$ cat config.mk
export PLATFORM = sky130hd
export DESIGN_NAME = num_parse_arbiter
export DESIGN_NICKNAME = d
export VERILOG_FILES = /design/src/rtl/num_parse_arbiter.sv
export SDC_FILE = /design/constraint.sdc
export NUM_CORES = 1
export LEC_CHECK = 0
export ABC_CLOCK_PERIOD_IN_PS = 4400
export CORE_ASPECT_RATIO = 0.6
export CORE_MARGIN = 10
export CORE_UTILIZATION = 34
export DETAILED_ROUTE_END_ITERATION = 12
export PLACE_DENSITY_LB_ADDON = 0.2
export SLEW_MARGIN = 10
export SYNTH_ARGS = -nofsm -noshare
export SYNTH_HDL_FRONTEND = slang
export SYNTH_SLANG_ARGS = --single-unit
export TNS_END_PERCENT = 30
$ cat constraint.sdc
create_clock -name clk -period 4.4 [get_ports clk]
set_input_delay 1.32 -clock clk [delete_from_list [all_inputs] [get_ports clk]]
set_output_delay 1.32 -clock clk [all_outputs]
set_load 0.02 [all_outputs]
$ cat src/rtl/num_parse_arbiter.sv
`default_nettype none
// num_parse_arbiter: shares one ASCII-decimal parser between N_CH byte streams and tags each number with its source ID.
// Optional macro NUM_ARB_TIMEOUT_EN: forces a delimiter after TIMEOUT_CYC idle owner cycles.
module num_parse_arbiter #(
    parameter int N_CH        = 4,
    parameter int ID_W        = 2,
    parameter int TIMEOUT_CYC = 1024
) (
    input  logic              clk,
    input  logic              rst,
    input  logic [8*N_CH-1:0] s_dtm,
    input  logic [N_CH-1:0]   s_vld,
    output logic [N_CH-1:0]   s_rdy,
    output logic [7:0]        p_s_dtm,
    output logic              p_s_vld,
    input  logic              p_s_rdy,
    input  logic [31:0]       p_n_dtm,
    input  logic              p_n_vld,
    output logic              p_n_rdy,
    output logic [31:0]       n_dtm,
    output logic [ID_W-1:0]   n_id,
    output logic              n_vld,
    input  logic              n_rdy
);
    localparam logic [7:0] SPACE = 8'h20;

    typedef enum logic [2:0] {
        FLUSH  = 3'd0,
        FLUSH2 = 3'd1,
        IDLE   = 3'd2,
        LOCKED = 3'd3,
        DRAIN  = 3'd4
    } state_t;

    state_t          state;
    logic [ID_W-1:0] grant;
    logic [ID_W-1:0] rr_ptr;
    logic [ID_W-1:0] pick;
    logic [ID_W-1:0] grant_nxt;
    logic            pick_found;
    logic [N_CH-1:0] is_dig;
    logic [N_CH-1:0] own_sel;
    logic [7:0]      own_dtm;
    logic            own_vld;
    logic            own_dig;
    logic            inject;

    if (N_CH < 2 || N_CH > 16 || (1 << ID_W) < N_CH || TIMEOUT_CYC < 2) begin : g_param_check
        $error("num_parse_arbiter: illegal N_CH/ID_W/TIMEOUT_CYC combination");
    end

    for (genvar c = 0; c < N_CH; c++) begin : g_ch
        assign is_dig[c]  = (s_dtm[8*c +: 8] >= 8'h30) && (s_dtm[8*c +: 8] <= 8'h39);
        assign own_sel[c] = (grant == ID_W'(c));
    end

    always_comb begin
        own_dtm = '0;
        own_vld = 1'b0;
        own_dig = 1'b0;
        for (int c = 0; c < N_CH; c++) begin
            if (own_sel[c]) begin
                own_dtm = s_dtm[8*c +: 8];
                own_vld = s_vld[c];
                own_dig = is_dig[c];
            end
        end
    end

    // First digit-presenting channel at or after rr_ptr, wrapping modulo N_CH.
    always_comb begin
        int j;
        j          = 0;
        pick_found = 1'b0;
        pick       = '0;
        for (int k = 0; k < N_CH; k++) begin
            j = int'(rr_ptr) + k;
            if (j >= N_CH) begin
                j = j - N_CH;
            end
            if (!pick_found && s_vld[j] && is_dig[j]) begin
                pick_found = 1'b1;
                pick       = ID_W'(j);
            end
        end
    end

    assign grant_nxt = (grant == ID_W'(N_CH - 1)) ? '0 : grant + 1'b1;

`ifdef NUM_ARB_TIMEOUT_EN
    localparam int TMR_W = (TIMEOUT_CYC > 2) ? $clog2(TIMEOUT_CYC) : 1;
    logic [TMR_W-1:0] timer;
    assign inject = (state == LOCKED) && (timer == TMR_W'(TIMEOUT_CYC - 1));
`else
    assign inject = 1'b0;
`endif

    always_ff @(posedge clk) begin
        if (rst) begin
            state  <= FLUSH;
            grant  <= '0;
            rr_ptr <= '0;
`ifdef NUM_ARB_TIMEOUT_EN
            timer  <= '0;
`endif
        end else begin
            case (state)
                FLUSH: begin
                    if (p_s_rdy) begin
                        state <= FLUSH2;
                    end
                end
                FLUSH2: begin
                    state <= IDLE;
                end
                IDLE: begin
                    if (pick_found) begin
                        grant <= pick;
                        state <= LOCKED;
`ifdef NUM_ARB_TIMEOUT_EN
                        timer <= '0;
`endif
                    end
                end
                LOCKED: begin
                    if (inject) begin
                        if (p_s_rdy) begin
                            state <= DRAIN;
                        end
                    end else if (own_vld && p_s_rdy && !own_dig) begin
                        state <= DRAIN;
                    end
`ifdef NUM_ARB_TIMEOUT_EN
                    if (!inject) begin
                        if (own_vld && p_s_rdy) begin
                            timer <= '0;
                        end else if (!own_vld) begin
                            timer <= timer + 1'b1;
                        end
                    end
`endif
                end
                DRAIN: begin
                    if (p_n_vld && n_rdy) begin
                        rr_ptr <= grant_nxt;
                        state  <= IDLE;
                    end
                end
                default: begin
                    state <= FLUSH;
                end
            endcase
        end
    end

    // The parser has no reset of its own, so every stream-facing handshake is held off until the flush completes.
    always_comb begin
        s_rdy   = '0;
        p_s_dtm = SPACE;
        p_s_vld = 1'b0;
        p_n_rdy = 1'b0;
        n_vld   = 1'b0;
        case (state)
            FLUSH: begin
                p_s_vld = 1'b1;
                p_n_rdy = 1'b1;
            end
            FLUSH2: begin
                p_n_rdy = 1'b1;
            end
            IDLE: begin
                s_rdy = s_vld & ~is_dig;
            end
            LOCKED: begin
                if (inject) begin
                    p_s_vld = 1'b1;
                end else begin
                    p_s_dtm = own_dtm;
                    p_s_vld = own_vld;
                    s_rdy   = own_sel & {N_CH{p_s_rdy}};
                end
            end
            DRAIN: begin
                n_vld   = p_n_vld;
                p_n_rdy = n_rdy;
            end
            default: begin
                s_rdy = '0;
            end
        endcase
        if (rst) begin
            s_rdy = '0;
            n_vld = 1'b0;
        end
    end

    assign n_dtm = p_n_dtm;
    assign n_id  = grant;

endmodule
`default_nettype wire

# Yosys cells after proc, flatten, opt, wreduce, memory -nomap -nowiden
# Index checks and enable logic that the tools add are counted.
# W data, S select, Z words.
# totals
regBits,7
output_inout_bits,49
wordCells,126
# classes
add_sub_neg,8
n_lt_le_gt_ge,16
eq_ne,11
n_mux,61
n_bitwise,3
n_reduce_logical,24
# op_table
op,count
$lt A32 B4 Y1 const B,4
$mux W32,4
$mux W8,5
$ge A8 B6 Y1 const B,4
$le A8 B6 Y1 const B,4
$mux W1,30
$bmux W1 S2,8
$pmux W3 S5,1
$logic_and A1 B1 Y1,14
$mux W3,4
$sub A3 B3 Y4 const B,3
$mux W2,5
$ge A3 B3 Y1 const B,3
$and A4 B4 Y4,2
$ne A2 B2 Y1 const B,4
$pmux W4 S2,1
$add A2 B2 Y3 const B,2
$eq A3 B2 Y1 const B,2
$eq A2 B2 Y1 const B,2
$logic_not A1 Y1,4
$mux W4,1
$not A4 Y4,1
$pmux W1 S2,2
$reduce_and A2 Y1,2
11 further kinds,11

# Logic depth before layout (Yosys ltp)
# Gate-level depths: netlist of the first run.
# depth
ltp_word,21
ltp_mapped,8

# Worst setup path after synthesis of the first run
# No wires, ideal clock.
# synth_timing
path_kind,in2out
startpoint,input port s_dtm[31]
endpoint,output port s_rdy[3]
arrival_time_ps,2110
required_ps,3080
setup_slack_ps,970
path_stages,4
path_buffers,0
cell_sequence,and4bb_2 a21boi_0 a22oi_1 nor2_1
# synth_between
elab_chain_cells,6
word_cells_on_any_way,7
# synth_lines
element,line_no,text
"start, declared",11,"input logic [8*N_CH-1:0] s_dtm,"
$ge A8 B6 Y1 or $le A8 B6 Y1 (tied branches),53,assign is_dig[c] = (s_dtm[8*c +: 8] >= 8'h30) && (s_dtm[8*c +: 8] <= 8'h39);
$logic_and A1 B1 Y1 (*),53,
$not A4 Y4 (*),172,s_rdy = s_vld & ~is_dig;
$and A4 B4 Y4 (*),172,
$pmux W4 S2 (*),163,case (state)
$mux W4 (*),191,if (rst) begin
"end, declared",13,"output logic [N_CH-1:0] s_rdy,"
# Every way passes the cells marked *; elsewhere a longest branch is shown, timed or not.

# Worst setup path after layout of the first run
# layout_timing
startpoint,input port s_dtm[6]
endpoint,output port p_s_dtm[6]
# layout_between
elab_chain_cells,5
# layout_lines
element,line_no,text
$mux W8 (4 in a row),62,if (own_sel[c]) begin
$mux W8,163,
"end, declared",14,"output logic [7:0] p_s_dtm,"
# Every way passes these cells.

==> results of run 1 <==
==> power groups by stage <==
stage | Sequential [mW] | Combinational, mW | Clock [mW]
floorplan | 0.0763 | 0.192 | 0
global placement | 0.0943 | 0.231 | 0
detailed placement | 0.0943 | 0.230 | 0
CTS | 0.0932 | 0.225 | 0.0932
global route | 0.0959 | 0.245 | 0.0984
finish | 0.0934 | 0.226 | 0.0904
==> state kept, by name, indices dropped and copies added (netlist names) <==
signal  flops
state       3
n_id        2
rr_ptr      2
==> cells by family (layout without fill, tap and decap cells) <==
| kind of cell | count (synthesis) | count (layout) | share of synthesized area (%) |
|---|---|---|---|
| AO/OA/AOI/OAI | 54 | 54 | 24.9 |
| XOR/XNOR | 1 | 1 | 0.645 |
| adder cells (fa/ha/maj) | 4 | 4 | 3.69 |
| buffers and inverters | 48 | 75 | 24.1 |
| flip-flops | 7 | 7 | 10.3 |
| multiplexers | 6 | 6 | 4.42 |
| AND/OR/NAND/NOR | 73 | 73 | 32.0 |
==> synth_stat cells (2+ instances only) <==
cell,n
a21oi_1,22
a311oi_1,2
a32oi_1,3
and2_1,2
and3b_1,6
and4bb_2,4
buf_2,4
buf_4,32
clkbuf_1,3
clkbuf_8,2
dfxtp_1,7
ha_1,4
inv_1,5
mux2i_1,6
nand2_1,19
nand2b_1,2
nand3_1,6
nand3b_1,2
nor2_1,18
nor2b_1,2
o21ai_0,17
==> repair_timing <==
| action | CTS | global route |
|---|---|---|
| gates resized for setup | 6 | 6 |
| pin swaps | 0 | 0 |
| endpoints found under the setup margin | 6 | 5 |
==> layer usage <==
metal	share of wire, %	vias up	wire (µm)
met5	0	-	0
met4	0.23	0	10
met3	9.1	2	403
met2	37	54	1620
met1	54	627	2390
li1	-	709	-
==> worst max-delay path, stage by stage <==
cell and delay (ns):
clkdlybuf4s50_1 0.47, and3b_1 0.16, a21oi_1 0.05, o21ai_1 0.21
mux2i_1 0.10, nor2_1 0.09, clkdlybuf4s50_1 0.61
==> through the flow <==
step	area (µm²)	hold WS, ns
after floorplan	1360	0.483
after global placement	1740	0.518
after detailed placement	1740	0.530
after CTS	1780	0.536
after global routing	1800	0.590
final	1800	0.542
==> final cells by class <==
| class | instances | area (µm²) | share of cell area (%) |
|---|---|---|---|
| multi-input combinational | 138 | 897 | 49.9 |
| timing repair buffer | 65 | 636 | 35.3 |
| sequential | 7 | 140 | 7.79 |
| tap | 47 | 58.8 | 3.27 |
| clock buffer | 4 | 45.0 | 2.50 |
| inverter | 6 | 22.5 | 1.25 |
==> worst paths after layout <==
check | from | endpoint | slack [ns] | cells after the start
worst max register to register | n_id[1] | state[2] | 2.17 | 7
worst max-delay path | s_dtm[6] | p_s_dtm[6] | 0.06 | 7
worst min register to register | rr_ptr[1] | rr_ptr[1] | 0.54 | 2
worst min-delay path | rr_ptr[1] | rr_ptr[1] | 0.54 | 2
==> run metrics, run 1 <==
Worst slew margin=a little under three fifths; wire length per cell=16.6 µm; non-filler cells, final=between 200 and 300; WP data required=just over 3 ns; Slew @ Worst Pin=0.662 ns; IO Count=~120; switching portion of total power=39.6%; remaining global-route overflow=0; critical path arrival=between 3 and 4 ns; register bit total from synthesis=7; Netlist cell types=46; DRC viols=0; Root Buffer Master=clkbuf_8; P_sw=163 µW; # H-tree levels=1; top-area cell type share of the netlist area=between 10% and 20%; die width=102 µm; vias per cell=about 5.2; Pint=between 200 and 250 µW; final clock period utilization by the worst path=just under 100%; P per Cell Area=approximately 230 mW/mm²; final core area utilization=between 40% and 50%; Async SR Flop Fraction=0%; CP max FO=2; Design Power=410 µW; post-synth top area cell=buf_4; Area contributors post-synth=buf_4 (18%), dfxtp_1 (10%), a21oi_1 (8.1%); Mapped Cells=193; CP Class=primary input to output pin; Pleak=between 0.7 and 0.8 nW; TritonCTS Buffers=3; Setup WS pre-CTS=-0.0872 ns; Final WS setup=approximately 0.063 ns; clock power share=roughly 22%; EDFF count, synth=0; Post-CTS Setup Bufs=0; Sequential Power Share=a little under a quarter; Post-Syn Area=around 0.0014 mm²; fmax=~230 MHz; Setup Skew=between 0.0015 and 0.002 ns; capturing element type of the critical path=output pin; Post-Syn Nets=270; post-detail-place hpwl=between 3000 and 4000 µm; final hold violation count=0; Die Ht=between 60 and 70 µm; via count=around 1400; DRT antenna net count=0; CTS clk-pin slew, worst paths=around 0.040 ns; GRT Util Overall=between 10% and 20%; CTS tree=yes; Synth warnings=0; DRT Pass-1 Iters=4; grt met2 use=about 15%; commonest cells after routing, fill and taps aside=clkdlybuf4s50_1 (49), a21oi_1 (22), nand2_1 (19); row cnt=17; Initial Util=between 30 and 40%; PortBufs=57; busiest layer in global routing=met1; RD Place Congestion=approximately 0.87; post-route minimum period=about 4.3 ns; Placed Cells=263; GR Util met3=5.06%; CTS Sinks=7; clk buf depth=2; HP Class=register to register; Combinational Power Share=between 50 and 60%; # setup viols final=0; Pins Over Slew Limit=0; grt met1 use=between 10% and 20%; Iter 0 DRT Violations=roughly 80; Die ar.=approximately 0.0070 mm²; worst vdd ir=approximately 0.12 mV; Max Cap Viol=0; Syn Area/Cell=7.03 µm²; diode count=0; number of global-route vias before repair=approximately 1300; first-pass GRT wire length=6620 µm; register area share after synthesis=roughly a tenth; NumNets Final=roughly 300; ys flop type=dfxtp_1; Clock Latency Late Sink=between 0.2 and 0.25 ns; Hold Buf Count CTS=0; crit start category=primary input; setup TNS=0 ns; largest net degree at the start of global routing=22; most common cell after layout, fill and taps aside=clkdlybuf4s50_1; share of layout cells above drive strength 1=a little over a tenth; RSZ-0062 raised after global routing=no; Area Overhead vs Synth=32.5%; filler cell count=around 380; Detailed Route WL=~4400 µm; initial antenna violation count=0; outcome=finished clean; Core Box Area=0.00376 mm²
(Power assumes the default switching activity.)
==> run 2: changes to the inputs <==
--- a/config.mk
+++ b/config.mk
@@ -10,6 +10,7 @@
 export CORE_MARGIN = 10
 export CORE_UTILIZATION = 34
 export DETAILED_ROUTE_END_ITERATION = 12
+export HOLD_SLACK_MARGIN = 0.08
 export PLACE_DENSITY_LB_ADDON = 0.2
 export SLEW_MARGIN = 10
 export SYNTH_ARGS = -nofsm -noshare
==> results of run 2 <==
Same layout as run 1: the final DEF is identical, and so are final timing and power.
==> run 3: changes to the inputs <==
--- a/config.mk
+++ b/config.mk
@@ -8,8 +8,9 @@
 export ABC_CLOCK_PERIOD_IN_PS = 4400
 export CORE_ASPECT_RATIO = 0.6
 export CORE_MARGIN = 10
-export CORE_UTILIZATION = 34
+export CORE_UTILIZATION = 45
 export DETAILED_ROUTE_END_ITERATION = 12
+export DONT_BUFFER_PORTS = 1
 export HOLD_SLACK_MARGIN = 0.08
 export PLACE_DENSITY_LB_ADDON = 0.2
 export SLEW_MARGIN = 10
==> run metrics, run 3 (same netlist as run 1, synthesis figures left out) <==
CTS clk-pin slew, worst paths=0.04 ns (about the same); NumNets Final=233 (was 298); grt met1 use=15.7% (was 17.9%); remaining global-route overflow=0 (unchanged); DRT Pass-1 Iters=4 (unchanged); Max Cap Viol=0 (unchanged); non-filler cells, final=197 (was 267); diode count=0 (unchanged); CTS tree=yes (unchanged); Pins Over Slew Limit=0 (unchanged); worst vdd ir=0.109 mV (was 0.118 mV); wire length per cell=21.8 µm (was 16.6 µm); Detailed Route WL=4290 µm (was 4430 µm); initial antenna violation count=0 (unchanged); GRT Util Overall=13.7% (was 12.0%); crit start category=register (was primary input); WP data required=3.08 ns (about the same); Root Buffer Master=clkbuf_8 (unchanged); commonest cells after routing, fill and taps aside=a21oi_1 (22), nand2_1 (19), nor2_1 (18) (was clkdlybuf4s50_1 (49), a21oi_1 (22), nand2_1 (19)); family with the most delay on the worst path=simple AND/OR/NAND/NOR gates (was buffers and inverters); Die Ht=62.5 µm (was 68.9 µm); Critical path buffers and inverters=1 (was 2); GR Util met3=5.28% (was 5.06%); post-route minimum period=3.66 ns (was 4.34 ns); RD Place Congestion=0.902 (was 0.869); Placed Area=0.00111 mm² (was 0.00174 mm²); share of layout cells above drive strength 1=9.68% (was 10.9%); post-detail-place hpwl=3480 µm (was 3580 µm); max FFs per register=3 (unchanged); PortBufs=0 (was 57); # H-tree levels=1 (unchanged); Slew @ Worst Pin=0.678 ns (was 0.662 ns); Register Area=140 µm² (unchanged); Placed Cells=193 (was 263); CP Class=register to output pin (was primary input to output pin); Setup Skew=0.00218 ns (was 0.00166 ns); DRC viols=0 (unchanged); Area Overhead vs Synth=-15.2% (was 32.5%); Biggest register=state (unchanged); worst stage delay on the critical path=0.52 ns (was 0.61 ns); critical path arrival=2.34 ns (was 3.02 ns); Gates resized, CTS repair=0 (was 6); RSZ-0062 raised after global routing=no (unchanged); Initial Util=47.3% (was 36.1%); fmax=273 MHz (was 231 MHz); TritonCTS Buffers=3 (unchanged); CP max FO=21 (was 2); final clock period utilization by the worst path=83.1% (was 98.6%); row cnt=15 (was 17); clk buf depth=2 (unchanged); P per Cell Area=287 mW/mm² (was 228 mW/mm²); Iter 0 DRT Violations=109 (was 81); # setup viols final=0 (unchanged); first-pass GRT wire length=6480 µm (was 6620 µm); Hold Buf Count CTS=0 (unchanged); DRT antenna net count=0 (unchanged); IO Count=122 (unchanged); CP cell instances=inv_1 -> ha_1 -> and3b_1 -> a21oi_1 -> o21ai_0 -> mux2i_1 -> nor2_1 (was clkdlybuf4s50_1 -> and3b_1 -> a21oi_1 -> o21ai_1 -> mux2i_1 -> nor2_1 -> clkdlybuf4s50_1); Pleak=0.420 nW (was 0.766 nW); grt met2 use=20.5% (was 15.0%); CTS Sinks=7 (unchanged); largest net degree at the start of global routing=22 (unchanged); vias per cell=6.60 (was 5.21); Worst slew margin=54.7% (was 55.9%); Multi-input gate area=891 µm² (was 897 µm²); final hold violation count=0 (unchanged); outcome=finished clean (unchanged); most common cell after layout, fill and taps aside=a21oi_1 (was clkdlybuf4s50_1); via count=1301 (was 1392); Final Cell Area=0.00115 mm² (was 0.00180 mm²); setup TNS=0 ns (unchanged); CP max-delay cell=dfxtp_1 (was clkdlybuf4s50_1); Clock Latency Late Sink=0.22 ns (was 0.23 ns); Post-CTS Setup Bufs=0 (unchanged); capturing element type of the critical path=output pin (unchanged); HP Class=register to register (unchanged); busiest layer in global routing=met2 (was met1); Core Box Area=0.00287 mm² (was 0.00376 mm²); Die ar.=0.00569 mm² (was 0.00700 mm²); die width=90.9 µm (was 102 µm); number of global-route vias before repair=1227 (was 1265); filler cell count=301 (was 382)
-- run 3: cell count changes in the layout (fill, tap and decap cells not counted), sizes merged --
cell,delta
clkdlybuf4s50,-49
buf,-8
dlygate4sd2,-4
dlymetal6s2s,-4
-- run 3: area by class of cell --
cell class,count,share of cell area (%)
Sequential cell,7,12.2
Tap cell,42,4.57
Clock buffer,4,3.91
Inverter,6,1.96
Multi-Input combinational cell,138,77.4
-- run 3: path summary, 6_finish.rpt --
kind | start | slack [ns] | endpoint | cells past startpoint
max reg2reg | n_id[1] | 2.15 | state[2] | 7
min | rr_ptr[0] | 0.54 | rr_ptr[0] | 2
max | n_id[1] | 0.74 | p_s_dtm[1] | 7
min reg2reg | rr_ptr[0] | 0.54 | rr_ptr[0] | 2
-- run 3: tightest hold or removal path, stage by stage, from the launching register on --
cell and delay (ns):
dfxtp_1 0.34, o21ai_0 0.09, a21oi_1 0.06
-- run 3: per-stage QoR --
step	hold slack, ns	setup slack (ns)	utilization [%]	power [mW]
2_1_floorplan	0.483	0.970	-	0.268
3_3_place_gp	0.512	0.857	38.5	0.237
3_5_place_dp	0.525	0.836	38.5	0.240
4_1_cts	0.533	0.745	40.1	0.331
5_1_grt	0.563	0.560	40.1	0.351
6_report	0.537	0.742	40.1	0.330
-- run 3: where the power goes --
| group | total (mW) | internal (mW) | switching, mW |
|---|---|---|---|
| registers | 0.0944 | 0.0725 | 0.0218 |
| clock network | 0.0892 | 0.0626 | 0.0266 |
| logic | 0.147 | 0.0492 | 0.0973 |
-- run 3: routing by layer --
metal,vias to the layer above,part of all wire (%)
li1,581,-
met1,597,38
met2,79,43
met3,44,14
met4,0,5.1
met5,-,0
